[config.mk]
export PLATFORM = sky130hd
export DESIGN_NAME = panel_row_loader_flat
export DESIGN_NICKNAME = d
export VERILOG_FILES = /design/src/rtl/panel_row_loader_if.sv /design/src/rtl/panel_row_loader.sv /design/src/flat_wrapper.sv
export SDC_FILE = /design/constraint.sdc
export NUM_CORES = 1
export LEC_CHECK = 0
export ABC_AREA = 1
export BUFFER_PORTS_ARGS = -buffer_cell sky130_fd_sc_hd__clkbuf_2
export CORE_MARGIN = 10
export CORE_UTILIZATION = 54
export DETAILED_ROUTE_END_ITERATION = 10
export PLACE_DENSITY = 0.83
export SETUP_SLACK_MARGIN = 0.4
export SLEW_MARGIN = 10
export SYNTH_ARGS = -nofsm -noshare
export SYNTH_HDL_FRONTEND = slang
export SYNTH_SLANG_ARGS = --single-unit
[constraint.sdc]
create_clock -name display_clock -period 2.4 [get_ports display_clock]
set_clock_uncertainty 0.1 [all_clocks]
set_input_delay 0.12 -clock display_clock [delete_from_list [all_inputs] [get_ports display_clock]]
set_output_delay 0.12 -clock display_clock [all_outputs]
set_load 0.02 [all_outputs]
[src/rtl/panel_row_loader_if.sv]
// panel_row_loader_if
//   Bundles the two buses handled by the row loader:
//   - the byte stream from the network receive path (valid/ready/last),
//   - the single-cycle write bus into the HUB75 panel driver.
//
//   Signals:
//     in_data   [7:0]   stream byte
//     in_valid          in_data is valid
//     in_last           final byte of a packet (qualified by in_valid)
//     in_ready          loader accepts a byte when in_valid && in_ready
//     ctrl_en   [7:0]   target panel index during a write, idle code otherwise
//     ctrl_addr [15:0]  {4'b0, row[5:0], col[5:0]}
//     ctrl_wdat [16:0]  {1'b0, RGB565}
//
//   Modports:
//     master : upstream side (drives the stream, observes the write bus)
//     slave  : the loader (consumes the stream, drives the write bus)
interface panel_row_loader_if;
    logic [7:0]  in_data;
    logic        in_valid;
    logic        in_last;
    logic        in_ready;
    logic [7:0]  ctrl_en;
    logic [15:0] ctrl_addr;
    logic [16:0] ctrl_wdat;

    modport master (
        output in_data,
        output in_valid,
        output in_last,
        input  in_ready,
        input  ctrl_en,
        input  ctrl_addr,
        input  ctrl_wdat
    );

    modport slave (
        input  in_data,
        input  in_valid,
        input  in_last,
        output in_ready,
        output ctrl_en,
        output ctrl_addr,
        output ctrl_wdat
    );
endinterface

[src/rtl/panel_row_loader.sv]
// panel_row_loader
//   Upstream feeder for the 64x64 HUB75 panel driver's write port. Parses
//   130-byte row packets (panel, row, 64 little-endian RGB565 pixels) from a
//   byte stream and issues one write per pixel, one cycle after its high byte
//   is accepted. Malformed packets are counted and dropped up to in_last.
//
//   Ports:
//     display_clock        sole clock, shared with the panel driver
//     rst_n                asynchronous, active-low reset
//     bus (slave)          byte stream in, panel write bus out
//     row_done             1-cycle pulse with the 64th write of a good packet
//     frame_done           row_done for the bottom row (HEIGHT-1)
//     err_count [7:0]      malformed packet count, saturating at 255
module panel_row_loader #(
    parameter int unsigned WIDTH       = 64,
    parameter int unsigned HEIGHT      = 64,
    parameter int unsigned PANEL_COUNT = 8,
    parameter logic [7:0]  IDLE_EN     = 8'hFF
) (
    input  logic              display_clock,
    input  logic              rst_n,
    panel_row_loader_if.slave bus,
    output logic              row_done,
    output logic              frame_done,
    output logic [7:0]        err_count
);

    typedef enum logic [2:0] {
        HDR_PANEL,
        HDR_ROW,
        PIX_LO,
        PIX_HI,
        DROP
    } state_t;

    // Header bytes are compared one bit wider so the limits never truncate.
    localparam logic [8:0] PANEL_LIMIT = 9'(PANEL_COUNT);
    localparam logic [8:0] ROW_LIMIT   = 9'(HEIGHT);
    localparam logic [5:0] LAST_COL    = 6'(WIDTH - 1);
    localparam logic [5:0] LAST_ROW    = 6'(HEIGHT - 1);

    state_t      state;
    state_t      state_next;
    logic [7:0]  panel_q;
    logic [5:0]  row_q;
    logic [5:0]  col_q;
    logic [7:0]  lo_q;

    logic        accept;
    logic        latch_panel;
    logic        latch_row;
    logic        latch_lo;
    logic        col_inc;
    logic        do_write;
    logic        do_row_done;
    logic        do_err;

    assign accept = bus.in_valid && bus.in_ready;

    // Next-state and per-byte actions. Nothing moves without an accepted
    // byte, so gaps in in_valid simply hold state and the partial pixel.
    always_comb begin
        // NOTE: every output of this block gets a default before the case so
        // no path leaves a value unassigned (which would infer a latch).
        state_next  = state;
        latch_panel = 1'b0;
        latch_row   = 1'b0;
        latch_lo    = 1'b0;
        col_inc     = 1'b0;
        do_write    = 1'b0;
        do_row_done = 1'b0;
        do_err      = 1'b0;

        if (accept) begin
            case (state)
                HDR_PANEL: begin
                    latch_panel = 1'b1;
                    if (bus.in_last || ({1'b0, bus.in_data} >= PANEL_LIMIT)) begin
                        do_err     = 1'b1;
                        state_next = bus.in_last ? HDR_PANEL : DROP;
                    end else begin
                        state_next = HDR_ROW;
                    end
                end
                HDR_ROW: begin
                    latch_row = 1'b1;
                    if (bus.in_last || ({1'b0, bus.in_data} >= ROW_LIMIT)) begin
                        do_err     = 1'b1;
                        state_next = bus.in_last ? HDR_PANEL : DROP;
                    end else begin
                        state_next = PIX_LO;
                    end
                end
                PIX_LO: begin
                    latch_lo = 1'b1;
                    if (bus.in_last) begin
                        do_err     = 1'b1;
                        state_next = HDR_PANEL;
                    end else begin
                        state_next = PIX_HI;
                    end
                end
                PIX_HI: begin
                    // The pixel is written regardless of how the packet ends;
                    // writes already issued for a short packet stand.
                    do_write = 1'b1;
                    if (col_q != LAST_COL) begin
                        if (bus.in_last) begin
                            do_err     = 1'b1;
                            state_next = HDR_PANEL;
                        end else begin
                            col_inc    = 1'b1;
                            state_next = PIX_LO;
                        end
                    end else if (bus.in_last) begin
                        do_row_done = 1'b1;
                        state_next  = HDR_PANEL;
                    end else begin
                        do_err     = 1'b1;
                        state_next = DROP;
                    end
                end
                DROP: begin
                    if (bus.in_last) begin
                        state_next = HDR_PANEL;
                    end
                end
                default: state_next = HDR_PANEL;
            endcase
        end
    end

    always_ff @(posedge display_clock or negedge rst_n) begin
        if (!rst_n) begin
            state <= HDR_PANEL;
        end else begin
            // NOTE: sequential state uses non-blocking assignments so every
            // register samples the pre-edge values of its inputs.
            state <= state_next;
        end
    end

    // Datapath and registered outputs. The write bus is registered, which
    // places each write exactly one cycle after its high byte is accepted.
    always_ff @(posedge display_clock or negedge rst_n) begin
        if (!rst_n) begin
            bus.in_ready  <= 1'b0;
            bus.ctrl_en   <= IDLE_EN;
            bus.ctrl_addr <= '0;
            bus.ctrl_wdat <= '0;
            row_done      <= 1'b0;
            frame_done    <= 1'b0;
            err_count     <= '0;
            panel_q       <= '0;
            row_q         <= '0;
            col_q         <= '0;
            lo_q          <= '0;
        end else begin
            // The loader never back-pressures once out of reset.
            bus.in_ready <= 1'b1;
            bus.ctrl_en  <= IDLE_EN;
            row_done     <= 1'b0;
            frame_done   <= 1'b0;

            if (latch_panel) begin
                panel_q <= bus.in_data;
            end
            if (latch_row) begin
                row_q <= bus.in_data[5:0];
                col_q <= '0;
            end
            if (latch_lo) begin
                lo_q <= bus.in_data;
            end
            if (col_inc) begin
                col_q <= col_q + 6'd1;
            end

            // ctrl_addr/ctrl_wdat are only loaded on a write and otherwise
            // keep their last values.
            if (do_write) begin
                bus.ctrl_en   <= panel_q;
                bus.ctrl_addr <= {4'b0000, row_q, col_q};
                bus.ctrl_wdat <= {1'b0, bus.in_data, lo_q};
            end

            if (do_row_done) begin
                row_done   <= 1'b1;
                frame_done <= (row_q == LAST_ROW);
            end

            if (do_err && (err_count != 8'hFF)) begin
                err_count <= err_count + 8'd1;
            end
        end
    end

endmodule
[src/flat_wrapper.sv]
// flat-port wrapper written by rule: the top's interface ports become plain ports
module panel_row_loader_flat 
#(
    parameter int unsigned WIDTH       = 64,
    parameter int unsigned HEIGHT      = 64,
    parameter int unsigned PANEL_COUNT = 8,
    parameter logic [7:0]  IDLE_EN     = 8'hFF
)
  (display_clock, rst_n, row_done, frame_done, err_count, bus_in_data, bus_in_valid, bus_in_last, bus_in_ready, bus_ctrl_en, bus_ctrl_addr, bus_ctrl_wdat);
  panel_row_loader_if bus_i ();
  input  logic display_clock;
  input  logic rst_n;
  output logic row_done;
  output logic frame_done;
  output logic [7:0] err_count;
  input wire logic [$bits(bus_i.in_data)-1:0] bus_in_data;
  input wire logic [$bits(bus_i.in_valid)-1:0] bus_in_valid;
  input wire logic [$bits(bus_i.in_last)-1:0] bus_in_last;
  output wire logic [$bits(bus_i.in_ready)-1:0] bus_in_ready;
  output wire logic [$bits(bus_i.ctrl_en)-1:0] bus_ctrl_en;
  output wire logic [$bits(bus_i.ctrl_addr)-1:0] bus_ctrl_addr;
  output wire logic [$bits(bus_i.ctrl_wdat)-1:0] bus_ctrl_wdat;
  assign bus_i.in_data = bus_in_data;
  assign bus_i.in_valid = bus_in_valid;
  assign bus_i.in_last = bus_in_last;
  assign bus_in_ready = bus_i.in_ready;
  assign bus_ctrl_en = bus_i.ctrl_en;
  assign bus_ctrl_addr = bus_i.ctrl_addr;
  assign bus_ctrl_wdat = bus_i.ctrl_wdat;
  panel_row_loader #(.WIDTH(WIDTH), .HEIGHT(HEIGHT), .PANEL_COUNT(PANEL_COUNT), .IDLE_EN(IDLE_EN)) u_core (.display_clock(display_clock), .rst_n(rst_n), .bus(bus_i), .row_done(row_done), .frame_done(frame_done), .err_count(err_count));
endmodule
* Yosys cells after proc, flatten, opt, wreduce, memory -nomap -nowiden
Index checks and enable logic that the tools add are counted.
** Operators by class
- $add $sub $neg :: 2
- $mul :: 0
- Div/mod/pow operators :: 0
- $lt $le $gt $ge :: 2
- Equality and inequality tests :: 8
- Shifts and indexed selects :: 0
- Muxes and demuxes :: 34
- Bitwise logic cells :: 0
- Reduce and logical (&&, ||, !) cells :: 7
** Operator list (number)
- $mux W1 :: 22
- $mux W3 :: 5
- $pmux W3 S5 :: 1
- $mux W6 :: 2
- $add A8 B1 Y8 const B :: 1
- $ge A8 B4 Y1 const B :: 1
- $ge A8 B7 Y1 const B :: 1
- $mux W8 :: 1
- $ne A8 B8 Y1 const B :: 1
- $add A6 B1 Y6 const B :: 1
- $eq A3 B2 Y1 const B :: 2
- $eq A6 B6 Y1 const B :: 1
- $ne A6 B6 Y1 const B :: 1
- $mux W2 :: 2
- $pmux W1 S4 :: 1
- $eq A3 B1 Y1 const B :: 1
- $eq A3 B3 Y1 const B :: 1
- $logic_not A3 Y1 :: 1
- $logic_and A1 B1 Y1 :: 2
- $logic_or A1 B1 Y1 :: 2
- $ne A2 B2 Y1 const B :: 1
- $reduce_and A2 Y1 :: 1
- $reduce_bool A2 Y1 :: 1
** Storage, ports and cells
- Register bits after elaboration :: 78
- Bits in latches :: 0
- Memory bits (writable) :: 0
- Memory bits (read-only) :: 0
- Output and inout bits :: 52
- Memories kept :: 0

* Logic depth before layout (Yosys ltp)
Gate-level depths: netlist of run 1.
- Depth after elaboration :: 6
- Gate-level depth with buffers :: 12
- Depth with buffers taken out :: 12

* Worst setup path before layout of run 1
Ideal clock, no wire load.
- Path type :: flip-flop to flip-flop
- Start point :: register u_core.col_q[0]
- End point :: register u_core.err_count[6]
- Library setup time :: 0.065 ns
- Data arrival time :: 1.857 ns
- Slack :: 0.378 ns
- Stages on the path, launching flop included :: 13
- Period minus slack after synthesis :: 2.022 ns
- Cell sequence :: dfrtp_1 > ha_1 > nand3_1 > nor3_1 > inv_1 > ha_1 > inv_1 > nor2_1 > nor2_1 > nand3_2 > nand2_2 > nand2_1 > nand2_1
** On the way
- Cells in the longest elaborated chain, start to end :: 5
** RTL lines
- from (decl) :: RTL line panel_row_loader.sv:46 : logic [5:0] col_q;
- from (signal assigned) :: RTL line panel_row_loader.sv:176 : col_q <= col_q + 6'd1;
- $ne A6 B6 Y1 :: RTL line panel_row_loader.sv:107 : if (col_q != LAST_COL) begin
- $mux W1 :: RTL line panel_row_loader.sv:107
- $pmux W1 S4 :: RTL line panel_row_loader.sv:75 : case (state)
- $mux W1 :: RTL line panel_row_loader.sv:74 : if (accept) begin
- $logic_and A1 B1 Y1 :: RTL line panel_row_loader.sv:192 : if (do_err && (err_count != 8'hFF)) begin
- to (signal assigned) :: RTL line panel_row_loader.sv:193 : err_count <= err_count + 8'd1;
- to (decl) :: RTL line panel_row_loader.sv:25 : output logic [7:0] err_count
Every way passes these cells.
A chain may end at the register's enable or synchronous reset.

* Worst setup path in the final report of run 1
- Start point :: register u_core.col_q[0]
- End point :: register u_core.err_count[0]
Same word-level chain as after synthesis.

==> impl_metrics.toml, run 1 <==
[status]
status = "completed"

[grt]
grt_usage_pct = 15.4
grt_pass1_vias = 2569
grt_pass1_wl_um = 12400
antenna_found_initial = 0
grt_max_degree = 79
grt_overflow = 0

[sta]
finalCritPeriodShare_pct = 81.7
fmax_mhz = 510
slew_violations = 0
finalHoldViolations = 0
setup_tns_ps = 0
fin_crit_ps = 1960
worst_pin_slew_ps = 923
finalSetupViolations = 0
rsz0062_at_grt = "true"
relSlewSlack_pct = 38.5

[pwr]
p_per_area_nw_per_um2 = 777
peakVddDrop_mv = 0.389
power.leakage_nw = 2.13

[floorplanning]
die_w_um = 98.1
fp.dieArea_um2 = 9620
io_pins = 64
initial_utilization_pct = 55.6
coreArea_um2 = 5920
rows = 28
die_y_um = 98.1

[route]
drt_pre_antenna_iters = 5
drc_errors = 0
drtAntennaViolNets = 0
dr.first_iter.drc_count = 135
routed_wl_um = 7260
num_vias = 2573
wire_per_inst_um = 14.4
routed_via_density = 5.08

[cells_and_area]
final_cell_mix = "109 x nand2_1, 70 x dfrtp_1, 57 x clkbuf_2"
syn_to_final_growth_pct = 22.4
utilization_pct = 68.1
drive_above_1_share_pct = 27.4
nFillCells = 482
final_common_cell = "nand2_1"
antenna_cells = 0
nets = 443

[synthesis]
yosysSeqAreaShare_pct = 59.6
synthFlopType = "dfrtp_1"
synth_area_um2 = 3290
syn_inst = 356
synth-warning-count = 0
synth_edf_count = 0
synth_cell_type_count = 29
async_flop_share_pct = 100
avgSynthCellArea_um2 = 9.25
synth_seq_cells = 78

[setup_path]
required_ps = 2580
cp.arrival_ps = 2140
worstSetupPathType = "flop to flop"
crit_fanout = 8
crit_path_start_kind = "flop"
cp_slowest_cell = "dfrtp_1"
crit_chain = "ha_2, nand3_4, nor3_4, inv_1, ha_1, inv_1, nor2_2, nor2_4, nand3_4, nand2_8, nand2_2, nand2_2"
worstSetupEndpointType = "flop"
max_stage_delay_ps = 360

[placed_design]
dpl.hpwl_um = 5080
port_buffers = 58
place.gp.congestion = 0.874

[worst_hold_path]
hp-class = "input port to flop"

[clock_network]
clk_pin_slew_ps = 80
tritoncts = "yes"
cts_made_buffers = 9
clkLatencyLatePin_ps = 340
clockBufferDepth = 2
clkSinkCount = 78
htree_levels = 3
root_buffer = "clkbuf_8"

[flow_run]
drv_cap = 0
[layer usage]
metal	track usage, %	wire, um	vias up
met5	0	0	-
met2	25.6	3660	77
li1	-	-	1268
met4	4.92	81	0
met3	4.72	497	6
met1	18.6	3030	1222
[final cells by class]
class / instances / area, um2 / area share (%)
inverter: 28 / 105 / 2.61
clock inverter: 4 / 77.6 / 1.92
timing repair buffer: 68 / 378 / 9.37
multi-input combinational: 241 / 1260 / 31.3
sequential: 78 / 1960 / 48.7
clock buffer: 12 / 155 / 3.85
tap: 75 / 93.8 / 2.33
[cells by family after synthesis]
| logic type | synth area share, % |
|---|---|
| XOR/XNOR | 1.86 |
| AO/OA/AOI/OAI | 7.25 |
| adder cells (fa/ha/maj) | 1.90 |
| flip-flops | 59.6 |
| AND/OR/NAND/NOR | 23.6 |
| buffers and inverters | 5.58 |
| other | 0.228 |
[through the flow]
| step | hold WS [ps] | area, um2 | cells | setup slack (ps) | power, mW |
|---|---|---|---|---|---|
| after floorplan | -276 | 3310 | 360 | 454 | 1.83 |
| after global placement | 215 | 3620 | 479 | 308 | 1.95 |
| after detailed placement | 224 | 3620 | 479 | 194 | 1.97 |
| after CTS | 3.20 | 3970 | 505 | 395 | 3.11 |
| after global routing | 18.6 | 4030 | 506 | 336 | 3.29 |
| final | 9.27 | 4030 | 506 | 439 | 3.13 |
[what timing repair did]
action / in CTS / in global routing
pin swaps: 5 / 10
setup endpoints to repair: 8 / 8
gates cloned: 1 / 0
buffers inserted: 5 / 1
hold buffers: 4 / 0
endpoints found under the hold margin: 78 / 0
resized for setup: 6 / 16
[final timing paths]
check,startpoint,to,slack (ps),cells past startpoint
min reg2reg,u_core.panel_q[6]$_DFFE_PN0P_,u_core.bus.ctrl_en[6]$_DFF_PN1_,360,1
max in group asynchronous,rst_n,u_core.col_q[4]$_DFFE_PN0P_,1240,2
max,u_core.col_q[0]$_DFFE_PN0P_,u_core.err_count[0]$_DFFE_PN0P_,440,12
min,bus_in_data[1],u_core.bus.ctrl_wdat[9]$_DFFE_PN0P_,9,3
max reg2reg,u_core.col_q[0]$_DFFE_PN0P_,u_core.err_count[0]$_DFFE_PN0P_,440,12
min in group asynchronous,rst_n,u_core.bus.ctrl_wdat[10]$_DFFE_PN0P_,370,2
[sequential cells by signal (all words and copies together), names as in the netlist]
| name | cells |
|---|---|
| u_core.bus.ctrl_wdat | 16 |
| u_core.state | 3 |
| u_core.row_done | 1 |
| u_core.bus.ctrl_addr | 12 |
| u_core.lo_q | 8 |
| u_core.panel_q | 8 |
| u_core.err_count | 8 |
| u_core.row_q | 6 |
| u_core.bus.in_ready | 1 |
| u_core.frame_done | 1 |
| u_core.bus.ctrl_en | 8 |
| u_core.col_q | 6 |
[critical path, delay by kind of cell, from the launching register on]
family,cells,cell delay (ps)
flops,1,360
simple gates,8,830
buf+inv,2,130
fa+ha+maj,2,500
[power by group]
part | internal, mW | switching (mW)
registers | 1.45 | 0.114
logic | 0.158 | 0.296
clock network | 0.649 | 0.469
[cells in the mapped netlist (6+ instances only)]
master / count / share of area, %
or2_1: 8 / 1.5
inv_1: 23 / 2.6
dfstp_2: 8 / 6.4
o21ai_0: 9 / 1.4
dfrtp_1: 70 / 53
nand2_1: 119 / 14
nor2_1: 11 / 1.3
buf_2: 6 / 0.91
o21ai_1: 32 / 4.9
nand3_1: 23 / 3.5
Power figures use the tool's default switching activity.
==> inputs of run 2 (changes only) <==
CORE_UTILIZATION = 49   (was 54)
PLACE_DENSITY = 0.8   (was 0.83)
clock period = 1.73 ns   (was 2.4 ns; I/O delays follow)
==> impl_metrics.toml, run 2 (same netlist as run 1, synthesis figures left out) <==
[clock_network]
cts_made_buffers = 9
clkLatencyLatePin_ps = 360
tritoncts = "yes"
htree_levels = 3
clockBufferDepth = 2
root_buffer = "clkbuf_8"
clkSinkCount = 78
clk_pin_slew_ps = 100

[pwr]
peakVddDrop_mv = 0.673
power.leakage_nw = 2.43
p_per_area_nw_per_um2 = 871
total_power_mw = 4.34

[sta]
setup_tns_ps = -2440
fmax_mhz = 499
slew_violations = 0
worst_hold_slack_ps = -15.0
finalCritPeriodShare_pct = 116
finalSetupViolations = 11
finalHoldViolations = 1
rsz0062_at_grt = "true"
final.setup.worst_slack_ps = -273
fin_crit_ps = 2000

[flow_run]
drv_cap = 0

[setup_path]
worstSetupPathType = "flop to flop"
required_ps = 1870
r2r_cells = 12
crit_path_start_kind = "flop"
worstSetupEndpointType = "flop"
r2r_end = "u_core.err_count[6]$_DFFE_PN0P_"
reg2reg_from = "u_core.col_q[0]$_DFFE_PN0P_"
crit_fanout = 8
r2r_setup_slack_ps = -270
cp.arrival_ps = 2140

[floorplanning]
die_y_um = 102
initial_utilization_pct = 51.3
die_w_um = 102
coreArea_um2 = 6420
fp.dieArea_um2 = 10400
rows = 29
io_pins = 64

[cells_and_area]
largest_register = "u_core.bus.ctrl_wdat"
final_cell_mix = "67 x dfrtp_1, 64 x nand2_1, 57 x clkbuf_2"
largest_reg_flops = 16
utilization_pct = 77.6
reg_top3 = "u_core.bus.ctrl_wdat x16, u_core.bus.ctrl_addr x12"
syn_to_final_growth_pct = 51.2
antenna_cells = 0
final_common_cell = "dfrtp_1"
stdcell_count = 550
nets = 485
drive_above_1_share_pct = 50.7

[status]
violations = "negative hold slack, negative setup slack"
status = "finished with violations"

[worst_hold_path]
hold_start = "bus_in_valid"
min_to = "u_core.state[1]$_DFFE_PN0P_"
whs_path_depth = 4
hp-class = "input port to flop"

[grt]
grt_usage_pct = 18.7
busiest_layer = "met2"
grt_max_degree = 37
use_met2_pct = 31.6
antenna_found_initial = 0
grtUsageMet1_pct = 22.0
grt_pass1_vias = 3073
grt_pass1_wl_um = 15300
grt_overflow = 0
grt_util_met3_pct = 5.13

[route]
num_vias = 3132
routed_wl_um = 11200
drt_pre_antenna_iters = 5
routed_via_density = 5.69
wire_per_inst_um = 20.3
drtAntennaViolNets = 0
dr.first_iter.drc_count = 320
drc_errors = 0

[placed_design]
dpl.hpwl_um = 5440
place.gp.congestion = 0.841
port_buffers = 58
dp_cells = 495
==> run 2: changes by cell type in the layout (fill, tap and decap cells not counted), moves of 13 or more <==
| cell | delta |
|---|---|
| nand2_1 | -45 |
| nand2_2 | +23 |
| nand2_4 | +20 |
| o21ai_2 | +19 |
| o21ai_1 | -15 |
| buf_4 | +13 |
==> run 2: worst max-delay path: stages, from the launching register on <==
cell and delay, ps:
dfrtp_1 380, ha_2 220, nand3_4 80, nor3_4 200
inv_2 60, ha_4 270, inv_2 40, nor2_4 100
nor2_4 60, nand3_4 140, nand2_8 90, nand2_2 90
nand2_2 50
==> run 2: worst max path at each step <==
stage / start / end / slack, ps / cells after the start
detailed placement: u_core.col_q[1]$_DFFE_PN0P_ / u_core.err_count[3]$_DFFE_PN0P_ / -230 / 12
floorplan: u_core.col_q[0]$_DFFE_PN0P_ / u_core.err_count[6]$_DFFE_PN0P_ / -150 / 12
finish: u_core.col_q[0]$_DFFE_PN0P_ / u_core.err_count[6]$_DFFE_PN0P_ / -270 / 12
CTS: u_core.col_q[1]$_DFFE_PN0P_ / u_core.err_count[5]$_DFFE_PN0P_ / -190 / 12
global placement: u_core.col_q[0]$_DFFE_PN0P_ / u_core.err_count[6]$_DFFE_PN0P_ / -140 / 12
global route: u_core.col_q[0]$_DFFE_PN0P_ / u_core.err_count[1]$_DFFE_PN0P_ / -360 / 11
==> run 2: repair_timing <==
item	4_1_cts	5_1_grt
endpoints found under the hold margin	78	0
gates resized for setup	89	73
pin swaps	23	25
cloned	8	2
hold buffers	8	0
setup endpoints to repair	76	74
setup buffers	11	10
==> run 2: layout make-up <==
cell class                 count  area, um2
clock buffer                   9        124
clock inverter                 7       48.8
fill                         360       1440
inverter                      28        130
multi-input combinational    244       1740
sequential                    78       1970
tap                           77       96.3
timing repair buffer         101        766
timing repair inverter         6        109
==> run 2: metrics by stage <==
step	worst slack, ps	instance area [um2]
global route	-355	4980
CTS	-188	4550
finish	-273	4980
global placement	-142	3810
detailed placement	-232	3810
floorplan	-152	3400
==> run 2: where the power goes <==
part | switching [mW] | leakage, nW | total (mW) | internal [mW]
Combinational | 0.535 | 1.34 | 0.876 | 0.341
Sequential | 0.195 | 1.02 | 2.20 | 2.01
Clock | 0.742 | 0.0776 | 1.26 | 0.521
==> run 2: routing by layer <==
| layer | vias up | share of wire [%] | routed length [um] |
|---|---|---|---|
| met5 | - | 0 | 0 |
| met1 | 1514 | 36 | 4070 |
| met4 | 0 | 4.7 | 520 |
| met3 | 51 | 8.6 | 958 |
| met2 | 201 | 50 | 5620 |
| li1 | 1366 | - | - |
==> inputs of run 3 (changes only) <==
ABC_AREA = not set   (was 1)
==> impl_metrics.toml, run 3 <==
[status]
status = "finished with violations"
violations = "negative hold slack, negative setup slack"

[setup_path]
r2r_end = "u_core.err_count[1]$_DFFE_PN0P_"
cp.arrival_ps = 2060
r2r_setup_slack_ps = -200
startpoint = "u_core.col_q[2]$_DFFE_PN0P_"
reg2reg_from = "u_core.col_q[2]$_DFFE_PN0P_"
crit_path_start_kind = "flop"
r2r_cells = 7
worstSetupPathType = "flop to flop"
crit_fanout = 8
worstSetupEndpointType = "flop"
required_ps = 1860

[sta]
rsz0062_at_grt = "true"
finalSetupViolations = 8
fin_crit_ps = 1930
worst_pin_slew_ps = 688
worst_hold_slack_ps = -12.0
finalCritPeriodShare_pct = 111
slew_violations = 0
finalHoldViolations = 1
final.setup.worst_slack_ps = -197
fmax_mhz = 519
relSlewSlack_pct = 53.8

[cells_and_area]
final_cell_mix = "68 x dfrtp_1, 56 x clkbuf_2, 47 x nand2_1"
largest_register = "u_core.bus.ctrl_wdat"
antenna_cells = 0
syn_to_final_growth_pct = 53.9
largest_reg_flops = 16
nets = 433
drive_above_1_share_pct = 57.5
final_area_um2 = 4950
final_common_cell = "dfrtp_1"
nFillCells = 328
reg_top3 = "u_core.bus.ctrl_wdat x16, u_core.bus.ctrl_addr x12"

[synthesis]
async_flop_share_pct = 100
syn_inst = 294
yosysSeqAreaShare_pct = 60.9
synth_common_cells = "93 x nand2_1, 70 x dfrtp_1, 22 x mux2_2"
synth_area_um2 = 3220
synth.area.top_cells = "dfrtp_1 54%, nand2_1 11%, mux2_2 7.7%, dfstp_2 6.5%, ha_1 1.9%"
synth-warning-count = 0
synth_most_common_cell = "nand2_1"
avgSynthCellArea_um2 = 11.0
synth_cell_type_count = 39
synth_seq_cells = 78
synth_edf_count = 0
synth_top_area_cell = "dfrtp_1"
synthFlopType = "dfrtp_1"
yosys.area.top_type_share_pct = 54.4

[pwr]
p_per_area_nw_per_um2 = 864
peakVddDrop_mv = 0.665
power.leakage_nw = 2.68
total_power_mw = 4.28

[placed_design]
place.gp.congestion = 0.809
placed_area_um2 = 3810
port_buffers = 58
dpl.hpwl_um = 5340

[clock_network]
root_buffer = "clkbuf_8"
clkSinkCount = 78
clk_pin_slew_ps = 80
cts_made_buffers = 9
clkLatencyLatePin_ps = 340
tritoncts = "yes"
clockBufferDepth = 2
htree_levels = 3

[grt]
grt_usage_pct = 16.4
grt_pass1_wl_um = 13300
grt_max_degree = 42
antenna_found_initial = 0
grt_overflow = 0
grt_pass1_vias = 2576

[floorplanning]
die_y_um = 101
fp.dieArea_um2 = 10200
coreArea_um2 = 6350
die_w_um = 101
rows = 29
initial_utilization_pct = 50.7
io_pins = 64

[flow_run]
drv_cap = 0

[route]
dr.first_iter.drc_count = 140
routed_via_density = 5.51
drt_pre_antenna_iters = 5
wire_per_inst_um = 21.0
num_vias = 2742
drc_errors = 0
routed_wl_um = 10400
drtAntennaViolNets = 0

[worst_hold_path]
min_to = "u_core.state[1]$_DFFE_PN0P_"
hold_start = "bus_in_data[6]"
hp-class = "input port to flop"
whs_path_depth = 3
run 3: cell count changes in the layout (fill, tap and decap cells not counted), sizes merged, moves of 6 or more:
cell and change:
buf +21, clkbuf +6, inv -30, mux2 +23, nand2 -32, nand2b +8
nand3 -19, nor2 -7, o21ai -31, or2 -8
run 3: how the worst max path moves through the flow:
stage                                                 end
final                     u_core.err_count[1]$_DFFE_PN0P_
after global routing      u_core.err_count[1]$_DFFE_PN0P_
after global placement    u_core.err_count[1]$_DFFE_PN0P_
after floorplan           u_core.err_count[1]$_DFFE_PN0P_
after detailed placement  u_core.err_count[1]$_DFFE_PN0P_
after CTS                 u_core.err_count[1]$_DFFE_PN0P_
run 3: power by group:
group / internal, mW / switching (mW)
registers: 1.96 / 0.126
logic: 0.385 / 0.335
clock network: 0.820 / 0.657
run 3: worst max-delay path: stages (launching register included):
cell	delay [ps]
dfrtp_1	370
and3_4	210
nand3_4	90
ha_4	210
mux2i_1	140
a21boi_1	90
o211a_4	300
mux2_4	300
run 3: kinds of logic (layout without fill, tap and decap cells):
kind of cell | count (synthesis) | count (layout) | synth area share [%]
muxes | 25 | 25 | 8.78
and+or+nand+nor | 137 | 138 | 18.9
AOI/OAI and AO/OA | 20 | 20 | 3.93
adders and majority gates | 5 | 5 | 1.94
other | 2 | 6 | 0.233
buffers and inverters | 19 | 141 | 3.07
xor gates and xnor gates | 8 | 8 | 2.18
DFF | 78 | 78 | 60.9
run 3: final cells by class:
type | count | area [um2] | share of cell area (%)
Inverter | 3 | 11.3 | 0.227
Tap cell | 77 | 96.3 | 1.94
Clock buffer | 13 | 139 | 2.80
Sequential cell | 78 | 1960 | 39.6
Timing Repair Buffer | 122 | 967 | 19.5
Multi-Input combinational cell | 202 | 1710 | 34.5
Clock inverter | 3 | 68.8 | 1.39
run 3: per-layer routing:
metal  vias up  part of all wire (%)  track usage [%]
li1       1216                     -                -
met1      1369                    39             20.5
met2       123                    51             25.8
met3        34                   6.6             4.87
met4         0                   3.3             6.75
met5         -                     0                0
run 3: metrics by stage:
stage | setup WS, ps | std cells | TNS [ps] | utilization (%) | hold slack, ps
detailed placement | -288 | 447 | -1930 | 60.1 | 5.96
global route | -234 | 498 | -1680 | 78.0 | 9.38
global placement | -217 | 447 | -1290 | 60.1 | -10.2
CTS | -195 | 483 | -1210 | 68.7 | -2.78
floorplan | -202 | 298 | -1010 | - | -309
finish | -197 | 498 | -1200 | 78.0 | -12.0
run 3: timing repair:
| item | CTS | global route |
|---|---|---|
| gates resized for setup | 38 | 112 |
| pin swaps | 16 | 51 |
| hold buffers | 7 | 0 |
| endpoints found under the setup margin | 76 | 78 |
| endpoints found under the hold margin | 57 | 0 |
| buffers inserted | 13 | 11 |
| gates cloned | 0 | 5 |
